<file path="src/rtl/alu_seq_ctrl_pkg.sv">
// alu_pkg: shared definitions for the ALU operand/opcode sequencer.
//   - opcode constants for the 6-bit board ALU
//   - FSM state encoding (also shown on the state LEDs)
//   - is_unary(): opcodes that take no B operand
package alu_pkg;

    localparam int WIDTH_DEF = 6;

    typedef enum logic [2:0] {
        OP_ADD  = 3'b000,
        OP_SUB  = 3'b001,
        OP_NEG  = 3'b010,
        OP_AND  = 3'b011,
        OP_OR   = 3'b100,
        OP_XOR  = 3'b101,
        OP_NOT  = 3'b110,
        OP_PASS = 3'b111
    } opcode_e;

    typedef enum logic [2:0] {
        ST_GET_A  = 3'd0,
        ST_GET_OP = 3'd1,
        ST_GET_B  = 3'd2,
        ST_EXEC   = 3'd3,
        ST_DONE   = 3'd4
    } state_e;

    function automatic logic is_unary(input logic [2:0] op);
        return (op == OP_NEG) || (op == OP_NOT) || (op == OP_PASS);
    endfunction

endpackage

</file>
<file path="src/rtl/alu_seq_ctrl_if.sv">
// alu_seq_ctrl_if: board I/O + ALU datapath bundle for the sequencer.
//   sw, btn_step, btn_clear      : switches / debounced buttons
//   alu_a, alu_b, alu_op         : registered operands/opcode to the ALU
//   alu_result, alu_ovf          : combinational ALU response
//   result, ovf, result_valid    : captured result for display
//   busy, state_led              : status
// master = board/ALU side, slave = sequencer.
interface alu_seq_ctrl_if #(parameter int WIDTH = 6);
    logic [WIDTH-1:0] sw;
    logic             btn_step;
    logic             btn_clear;
    logic [WIDTH-1:0] alu_a;
    logic [WIDTH-1:0] alu_b;
    logic [2:0]       alu_op;
    logic [WIDTH-1:0] alu_result;
    logic             alu_ovf;
    logic [WIDTH-1:0] result;
    logic             ovf;
    logic             result_valid;
    logic             busy;
    logic [2:0]       state_led;

    modport master (
        output sw, btn_step, btn_clear, alu_result, alu_ovf,
        input  alu_a, alu_b, alu_op, result, ovf, result_valid, busy, state_led
    );

    modport slave (
        input  sw, btn_step, btn_clear, alu_result, alu_ovf,
        output alu_a, alu_b, alu_op, result, ovf, result_valid, busy, state_led
    );
endinterface

</file>
<file path="src/rtl/alu_seq_ctrl_btn_sync.sv">
// btn_sync_edge: brings an asynchronous debounced button into the clk domain.
//   clk, rst_n : clock, async active-low reset
//   btn        : raw (debounced) button
//   level      : synchronized level (registered)
//   rise       : one-cycle pulse on a synchronized rising edge
// The pulse is high in the cycle after the second sync flop goes high, so a
// consumer acts on the third rising edge after the button rises.
module btn_sync_edge (
    input  logic clk,
    input  logic rst_n,
    input  logic btn,
    output logic level,
    output logic rise
);
    logic s1, s2, s3;

    always_ff @(posedge clk or negedge rst_n) begin
        if (!rst_n) begin
            s1 <= 1'b0;
            s2 <= 1'b0;
            s3 <= 1'b0;
        end else begin
            s1 <= btn;
            s2 <= s1;
            s3 <= s2;
        end
    end

    assign level = s2;
    assign rise  = s2 & ~s3;
endmodule

</file>
<file path="src/rtl/alu_seq_ctrl.sv">
// alu_seq_ctrl: steps the user through A, opcode and (binary ops only) B,
// drives the external combinational ALU, waits EXEC_WAIT cycles for it to
// settle, then captures result/overflow for display.
//   clk, reset_n : clock, async active-low reset
//   bus (slave)  : switches/buttons in, ALU operands out, ALU result in,
//                  captured result/status out
// Clear is a level: while held the sequencer sits in GET_A with everything
// zeroed, and it wins over a step in the same cycle.
module alu_seq_ctrl
    import alu_pkg::*;
#(
    parameter int WIDTH     = WIDTH_DEF,
    parameter int EXEC_WAIT = 2
) (
    input  logic           clk,
    input  logic           reset_n,
    alu_seq_ctrl_if.slave  bus
);
    localparam int CW = $clog2(EXEC_WAIT + 1);
    localparam logic [CW-1:0] CNT_LAST = CW'(EXEC_WAIT - 1);

    logic step, clr;
    logic step_lvl_unused, clr_rise_unused;

    btn_sync_edge u_step (
        .clk(clk), .rst_n(reset_n), .btn(bus.btn_step),
        .level(step_lvl_unused), .rise(step)
    );

    btn_sync_edge u_clear (
        .clk(clk), .rst_n(reset_n), .btn(bus.btn_clear),
        .level(clr), .rise(clr_rise_unused)
    );

    state_e           state;
    logic [CW-1:0]    cnt;
    logic [WIDTH-1:0] a_q, b_q, res_q;
    logic [2:0]       op_q;
    logic             ovf_q, rv_q, busy_q;

    always_ff @(posedge clk or negedge reset_n) begin
        if (!reset_n) begin
            state  <= ST_GET_A;
            cnt    <= '0;
            a_q    <= '0;
            b_q    <= '0;
            op_q   <= '0;
            res_q  <= '0;
            ovf_q  <= 1'b0;
            rv_q   <= 1'b0;
            busy_q <= 1'b0;
        end else if (clr) begin
            state  <= ST_GET_A;
            cnt    <= '0;
            a_q    <= '0;
            b_q    <= '0;
            op_q   <= '0;
            res_q  <= '0;
            ovf_q  <= 1'b0;
            rv_q   <= 1'b0;
            busy_q <= 1'b0;
        end else begin
            case (state)
                ST_GET_A: if (step) begin
                    a_q   <= bus.sw;
                    rv_q  <= 1'b0;
                    state <= ST_GET_OP;
                end
                ST_GET_OP: if (step) begin
                    op_q <= bus.sw[2:0];
                    if (is_unary(bus.sw[2:0])) begin
                        b_q    <= '0;
                        cnt    <= '0;
                        busy_q <= 1'b1;
                        state  <= ST_EXEC;
                    end else begin
                        state <= ST_GET_B;
                    end
                end
                ST_GET_B: if (step) begin
                    b_q    <= bus.sw;
                    cnt    <= '0;
                    busy_q <= 1'b1;
                    state  <= ST_EXEC;
                end
                // Step pulses arriving here are simply dropped.
                ST_EXEC: begin
                    if (cnt == CNT_LAST) begin
                        res_q  <= bus.alu_result;
                        ovf_q  <= bus.alu_ovf;
                        rv_q   <= 1'b1;
                        busy_q <= 1'b0;
                        cnt    <= '0;
                        state  <= ST_DONE;
                    end else begin
                        cnt <= cnt + 1'b1;
                    end
                end
                ST_DONE: if (step) state <= ST_GET_A;
                default: begin
                    state  <= ST_GET_A;
                    cnt    <= '0;
                    busy_q <= 1'b0;
                end
            endcase
        end
    end

    assign bus.alu_a        = a_q;
    assign bus.alu_b        = b_q;
    assign bus.alu_op       = op_q;
    assign bus.result       = res_q;
    assign bus.ovf          = ovf_q;
    assign bus.result_valid = rv_q;
    assign bus.busy         = busy_q;
    assign bus.state_led    = state;
endmodule

</file>
<file path="src/flat_wrapper.sv">
// flat-port wrapper written by rule: the top's interface ports become plain ports
module alu_seq_ctrl_flat import alu_pkg::*;
#(
    parameter int WIDTH     = WIDTH_DEF,
    parameter int EXEC_WAIT = 2
)
  (clk, reset_n, bus_sw, bus_btn_step, bus_btn_clear, bus_alu_result, bus_alu_ovf, bus_alu_a, bus_alu_b, bus_alu_op, bus_result, bus_ovf, bus_result_valid, bus_busy, bus_state_led);
  alu_seq_ctrl_if #(.WIDTH(WIDTH)) bus_i ();
  input  logic clk;
  input  logic reset_n;
  input wire logic [$bits(bus_i.sw)-1:0] bus_sw;
  input wire logic [$bits(bus_i.btn_step)-1:0] bus_btn_step;
  input wire logic [$bits(bus_i.btn_clear)-1:0] bus_btn_clear;
  input wire logic [$bits(bus_i.alu_result)-1:0] bus_alu_result;
  input wire logic [$bits(bus_i.alu_ovf)-1:0] bus_alu_ovf;
  output wire logic [$bits(bus_i.alu_a)-1:0] bus_alu_a;
  output wire logic [$bits(bus_i.alu_b)-1:0] bus_alu_b;
  output wire logic [$bits(bus_i.alu_op)-1:0] bus_alu_op;
  output wire logic [$bits(bus_i.result)-1:0] bus_result;
  output wire logic [$bits(bus_i.ovf)-1:0] bus_ovf;
  output wire logic [$bits(bus_i.result_valid)-1:0] bus_result_valid;
  output wire logic [$bits(bus_i.busy)-1:0] bus_busy;
  output wire logic [$bits(bus_i.state_led)-1:0] bus_state_led;
  assign bus_i.sw = bus_sw;
  assign bus_i.btn_step = bus_btn_step;
  assign bus_i.btn_clear = bus_btn_clear;
  assign bus_i.alu_result = bus_alu_result;
  assign bus_i.alu_ovf = bus_alu_ovf;
  assign bus_alu_a = bus_i.alu_a;
  assign bus_alu_b = bus_i.alu_b;
  assign bus_alu_op = bus_i.alu_op;
  assign bus_result = bus_i.result;
  assign bus_ovf = bus_i.ovf;
  assign bus_result_valid = bus_i.result_valid;
  assign bus_busy = bus_i.busy;
  assign bus_state_led = bus_i.state_led;
  alu_seq_ctrl #(.WIDTH(WIDTH), .EXEC_WAIT(EXEC_WAIT)) u_core (.clk(clk), .reset_n(reset_n), .bus(bus_i));
endmodule
</file>
<file path="config.mk">
export PLATFORM = sky130hd
export DESIGN_NAME = alu_seq_ctrl_flat
export DESIGN_NICKNAME = d
export VERILOG_FILES = /design/src/rtl/alu_seq_ctrl_pkg.sv /design/src/rtl/alu_seq_ctrl_if.sv /design/src/rtl/alu_seq_ctrl_btn_sync.sv /design/src/rtl/alu_seq_ctrl.sv /design/src/flat_wrapper.sv
export SDC_FILE = /design/constraint.sdc
export NUM_CORES = 1
export LEC_CHECK = 0
export CORE_UTILIZATION = 50
export DETAILED_ROUTE_END_ITERATION = 10
export GPL_ROUTABILITY_DRIVEN = 0
export PLACE_DENSITY = 0.93
export SETUP_SLACK_MARGIN = 0.1
export SLEW_MARGIN = 15
export SYNTH_ARGS = -nofsm -noshare
export SYNTH_HDL_FRONTEND = slang
export SYNTH_SLANG_ARGS = --single-unit
</file>
<file path="constraint.sdc">
create_clock -name clk -period 2.6 [get_ports clk]
set_input_delay 0.39 -clock clk [delete_from_list [all_inputs] [get_ports clk]]
set_output_delay 0.39 -clock clk [all_outputs]
set_load 0.03 [all_outputs]
</file>
# --- Word level (Yosys, flattened, before mapping) ---
# Index checks and enable logic that the tools add are counted.
word_totals:
  register_bits: 34
  word_cells: 91
op_classes:
  eq_ne: 15
  n_bitwise: 2
  n_mux: 40
  add_sub_neg: 1
  n_reduce_logical: 19
ops:
  columns: ["op", "count"]
  rows:
  - ["$mux W6", 9]
  - ["$mux W3", 9]
  - ["$ne A3 B2 Y1 const B", 6]
  - ["$pmux W3 S5", 1]
  - ["$mux W1", 12]
  - ["$pmux W6 S2", 1]
  - ["$mux W2", 5]
  - ["$reduce_and A5 Y1", 2]
  - ["$reduce_bool A2 Y1", 5]
  - ["$eq A3 B2 Y1 const B", 3]
  - ["$eq A3 B3 Y1 const B", 3]
  - ["$pmux W2 S4", 1]
  - ["$reduce_and A4 Y1", 2]
  - ["$reduce_and A2 Y1", 3]
  - ["$reduce_bool A3 Y1", 2]
  - ["$pmux W1 S4", 1]
  - ["$eq A3 B1 Y1 const B", 1]
  - ["$logic_not A3 Y1", 1]
  - ["$reduce_and A3 Y1", 1]
  - ["$add A2 B1 Y2 const B", 1]
  - ["$eq A2 B1 Y1 const B", 1]
  - ["$logic_or A1 B1 Y1", 2]
  - ["$ne A2 B1 Y1 const B", 1]
  - ["$pmux W1 S2", 1]
  - ["other kinds (3)", 3]

# --- Depth between registers and ports, before layout ---
depth:
  depth_word: 7
  depth_mapped: 6

# --- Hierarchy ---
# Synthesis repeated with hierarchy kept, for this count alone.
hier_totals:
  cells_unflattened: 130
  hier_area_um2: 1552.7
by_module_without_submodules:
  columns: ["module", "area_per_inst_um2", "instances", "cells_per_inst"]
  rows:
  - ["alu_seq_ctrl", 1375.1, 1, 122]
  - ["btn_sync_edge", 88.8, 2, 4]

# --- Worst setup path before layout ---
# OpenSTA, ideal clock, no wires.
synth_path:
  kind: "reg-to-reg"
  start: "register u_core.state[1], in the netlist u_core.bus.state_led[1]"
  end: "register u_core.busy_q, in the netlist u_core.bus.busy"
  slack_ps: 1033
  arrival_ps: 1487
  synth_period_minus_slack_ps: 1567
  stages_incl_launch_ff: 7
  setup_time_ps: 80
  path_cell_list: "dfrtp_1 > buf_6 > nand2b_4 > or3_1 > buf_6 > a2bb2oi_2 > o22ai_2"
synth_via:
  elab_chain_len: 4
synth_rtl:
  columns: ["element", "line", "source"]
  rows:
  - ["start, declared", "alu_seq_ctrl.sv:35", "state_e state;"]
  - ["start signal, assigned", "alu_seq_ctrl.sv:43", "state <= ST_GET_A;"]
  - ["start signal, assigned", "alu_seq_ctrl.sv:53", "state <= ST_GET_A;"]
  - ["start signal, assigned", "alu_seq_ctrl.sv:67", "state <= ST_GET_OP;"]
  - ["$eq A3 B3 Y1 or $logic_not A3 Y1 (tied branches)", "alu_seq_ctrl.sv:63", "case (state)"]
  - ["$reduce_or A2 Y1 (no line)", null, null]
  - ["$pmux W1 S4 or $ne A2 B1 Y1 (tied branches)", null, null]
  - ["$mux W1 or $reduce_and A5 Y1 (tied branches)", null, null]
  - ["end signal, assigned", "alu_seq_ctrl.sv:51", "busy_q <= 1'b0;"]
  - ["end signal, assigned", "alu_seq_ctrl.sv:61", "busy_q <= 1'b0;"]
  - ["end signal, assigned", "alu_seq_ctrl.sv:74", "busy_q <= 1'b1;"]
  - ["end, declared", "alu_seq_ctrl.sv:39", "logic ovf_q, rv_q, busy_q;"]
# Several ways; a longest one is shown, not always the timed one.
# A chain may end at the register's enable or synchronous reset.

# --- Final worst setup path ---
layout_path:
  start: "register u_core.state[0], in the netlist u_core.bus.state_led[0]"
  end: "output port bus_state_led[0]"
layout_lines:
  columns: ["element", "line", "source"]
  rows:
  - ["end, declared", "flat_wrapper.sv:23", "output wire logic [$bits(bus_i.state_led)-1:0] bus_state_led;"]
# No word-level cell between the ends.

==> impl_metrics.yaml <==
clocking:
  holdBufCountCts: 0
  insertion_delay_ps: 330
  cts_tree: "yes"
  clk_path_buf_depth: 2
  post_cts.repair.setup_buffers: 0
  clkTransAtPathRegs_ps: 90
  cts_sinks: 34
  cts_root_buffer: "sky130_fd_sc_hd__clkbuf_4"
  cts_made_buffers: 5
  ctsHtreeMaxLevel: 2
  cts_resized: 0
sta:
  rsz_0062_raised_after_global_routing: "false"
  finalHoldViolations: 0
  timing.final.setup_violations: 0
  finClkSkew_ps: 6.27
  final_min_period_over_clock_period_pct: 81.2
  maxClockFrequency_mhz: 474
  max-slew-margin-rel_pct: 43.1
  final.setup.tns_ps: 0
  final_max_slew_viol_count: 0
  timing.final.crit_period_ps: 2110
  setup_slack_ps: 490
  actual_slew_at_the_worst_max_slew_pin_ps: 853
power:
  ir_drop_uv: 428
  power_per_cell_area_nw_per_um2: 492
  power.leakage_nw: 0.840
critical_path:
  timing.critical_path.from_type: "flip-flop"
  crit_chain: "clkdlybuf4s50_1"
  crit_buf_inv: 1
  arrival_ps: 1720
  crit_path_end_kind: "primary output"
  maximum_single_stage_delay_on_the_critical_path_ps: 760
  critPathTopFamily: "buffers and inverters"
  crit_path_max_fanout: 13
  crit_path_top_delay_cell: "sky130_fd_sc_hd__clkdlybuf4s50_1"
  critPathKind: "flip-flop to primary output"
  cp_data_required_time_ps: 2210
logic_synthesis:
  synth.area.mux_share_pct: 7.46
  synth_async_sr_flop_share_pct: 100
  synth_sequential_area_ratio_pct: 57.0
  ys.flop_type: "sky130_fd_sc_hd__dfrtp_1"
  synth-edff-count: 0
  dominant_combinational_cell_family_by_area_after_synthesis: "simple AND/OR/NAND/NOR gates"
  synth_xor_xnor_area_share_pct: 0
  post_synth_instance_area_um2: 1490
  ys_top_cells_by_area: "sky130_fd_sc_hd__dfrtp_1 (57%), sky130_fd_sc_hd__mux2i_1 (6.7%), sky130_fd_sc_hd__nand2b_1 (3.4%)"
  synthesis.instances: 129
  synth_nets: 146
  synth_area_in_simple_gates_pct: 17.3
  ys.warnings.count: 0
  netlist-cell-type-count: 37
  synthesis.area_per_instance_um2: 11.6
  synth-seq-cells: 34
  yosys.area.top_type: "sky130_fd_sc_hd__dfrtp_1"
  synth_largest_type_area_fraction_pct: 57.0
  synth_adder_area_share_pct: 0
  synth-compound-area-share_pct: 13.7
die:
  top_level_ports: 44
  rows: 19
  core_region_area_um2: 2780
  floorplan.die.height_um: 56.6
  die_w_um: 56.6
  dieArea_um2: 3210
  starting_density_of_the_core_pct: 53.7
grt:
  grt_pass1_vias: 1170
  grt_start_max_net_pins: 35
  grt_remaining_overflow: 0
  grt_antenna_before_repair: 0
  grt_usage_pct: 23.9
  global_route_wire_length_before_repair_mm: 5.65
placement:
  place_worst_setup_slack_ps: 637
  place.detailed.hpwl_mm: 2.26
  port_buffers: 43
detailed_routing:
  wirelength_mm: 3.15
  antenna_left: 0
  route.detailed.drc: 0
  routed-via-count: 1119
  vias_per_cell: 5.54
  dr.first_iter.drc_count: 19
  firstDrtPassIters: 4
  post_drt_wl_per_cell_um: 15.6
status:
  outcome: "finished, final reports clean"
min_path:
  hold_path_class: "flip-flop to flip-flop"
cells_and_area:
  layout-drive-gt1-share_pct: 8.77
  area_growth_pct: 31.9
  nNetsFinal: 189
  n_antenna_cell: 0
  fillers: 212
job:
  maxCapViolCount: 0
## routing by layer
metal / routed length [µm] / vias up / global-route usage, %
met5: 0 / - / 0
met4: 100 / 0 / 13.6
met3: 222 / 10 / 8.76
met2: 1530 / 43 / 36.6
met1: 1290 / 534 / 28.9
li1: - / 532 / -
## path summary, 6_finish.rpt
check,from,end,slack [ps],cells past startpoint
hold / removal,u_core.u_step.s1,u_core.u_step.level,350,0
setup / recovery,u_core.bus.state_led[0],bus_state_led[0],490,1
hold reg to reg,u_core.u_step.s1,u_core.u_step.level,350,0
setup reg to reg,u_core.bus.state_led[1],u_core.bus.ovf,880,4
max in group asynchronous,reset_n,u_core.bus.alu_b[4],1840,2
min in group asynchronous,reset_n,u_core.bus.alu_b[0],460,2
## report_power, final
group	switching, mW	internal (mW)	leakage, nW	total (mW)
sequential	0.0192	0.544	0.456	0.563
combinational	0.0672	0.0634	0.353	0.131
clock	0.154	0.122	0.0302	0.275
## synth_stat cells (2+ instances only)
master                      count
sky130_fd_sc_hd__dfrtp_1       34
sky130_fd_sc_hd__o31ai_1        2
sky130_fd_sc_hd__nand2b_4       2
sky130_fd_sc_hd__nor3_1         3
sky130_fd_sc_hd__nand2b_1       8
sky130_fd_sc_hd__a31oi_1        2
sky130_fd_sc_hd__mux2i_1       10
sky130_fd_sc_hd__a22o_1         3
sky130_fd_sc_hd__nand2_1       10
sky130_fd_sc_hd__clkbuf_1       2
sky130_fd_sc_hd__inv_1          2
sky130_fd_sc_hd__buf_6          2
sky130_fd_sc_hd__nor2b_1        4
sky130_fd_sc_hd__o21ai_0        4
sky130_fd_sc_hd__buf_4          2
sky130_fd_sc_hd__o2bb2ai_1      2
sky130_fd_sc_hd__buf_2          2
sky130_fd_sc_hd__nor2_1        13
sky130_fd_sc_hd__a21oi_1        4
## layout by cell type, fill, tap and decap left out, types with 2 or more instances in the layout
cell	count
sky130_fd_sc_hd__a21oi_1	4
sky130_fd_sc_hd__a22o_1	3
sky130_fd_sc_hd__a31oi_1	2
sky130_fd_sc_hd__buf_4	2
sky130_fd_sc_hd__clkbuf_4	5
sky130_fd_sc_hd__clkdlybuf4s50_1	43
sky130_fd_sc_hd__dfrtp_1	34
sky130_fd_sc_hd__inv_1	2
sky130_fd_sc_hd__mux2i_1	10
sky130_fd_sc_hd__nand2_1	10
sky130_fd_sc_hd__nand2b_1	8
sky130_fd_sc_hd__nand2b_4	2
sky130_fd_sc_hd__nor2_1	13
sky130_fd_sc_hd__nor2b_1	4
sky130_fd_sc_hd__nor3_1	3
sky130_fd_sc_hd__o21ai_0	4
sky130_fd_sc_hd__o2bb2ai_1	2
sky130_fd_sc_hd__o31ai_1	2
## registers in the layout (all words and copies together), names as in the netlist
name	flops
u_core.u_step.level	1
u_core.bus.state_led	3
u_core.bus.alu_op	3
u_core.bus.result_valid	1
u_core.bus.ovf	1
u_core.bus.alu_b	6
u_core.u_clear.level	1
u_core.cnt	2
u_core.bus.result	6
u_core.u_clear.s1	1
u_core.bus.alu_a	6
u_core.u_step.s3	1
u_core.bus.busy	1
u_core.u_step.s1	1
## layout make-up
class	instances	area, µm²	area share [%]
flip-flops and latches	34	851	43.2
multi-input cells	84	574	29.2
well taps	31	38.8	1.97
clock buffers	6	51.3	2.61
inverters	2	7.51	0.381
repair buffers	45	445	22.6
## per-stage QoR
stage	area (µm²)	power (mW)	cells	hold slack, ps	utilization, %
finish	1970	0.969	202	354	70.8
global route	1970	1.02	202	384	70.8
CTS	1970	0.986	202	360	70.8
detailed placement	1920	0.705	196	339	68.9
global placement	1920	0.700	196	334	68.9
floorplan	1490	0.635	129	94.4	-
## cells by family (layout without fill, tap and decap cells)
| group | count (synthesis) | after routing |
|---|---|---|
| flip-flops | 34 | 34 |
| buffers and inverters | 11 | 53 |
| AO/OA/AOI/OAI | 27 | 27 |
| multiplexers | 11 | 11 |
| AND/OR/NAND/NOR | 46 | 46 |
Power figures use the tool's default switching activity.
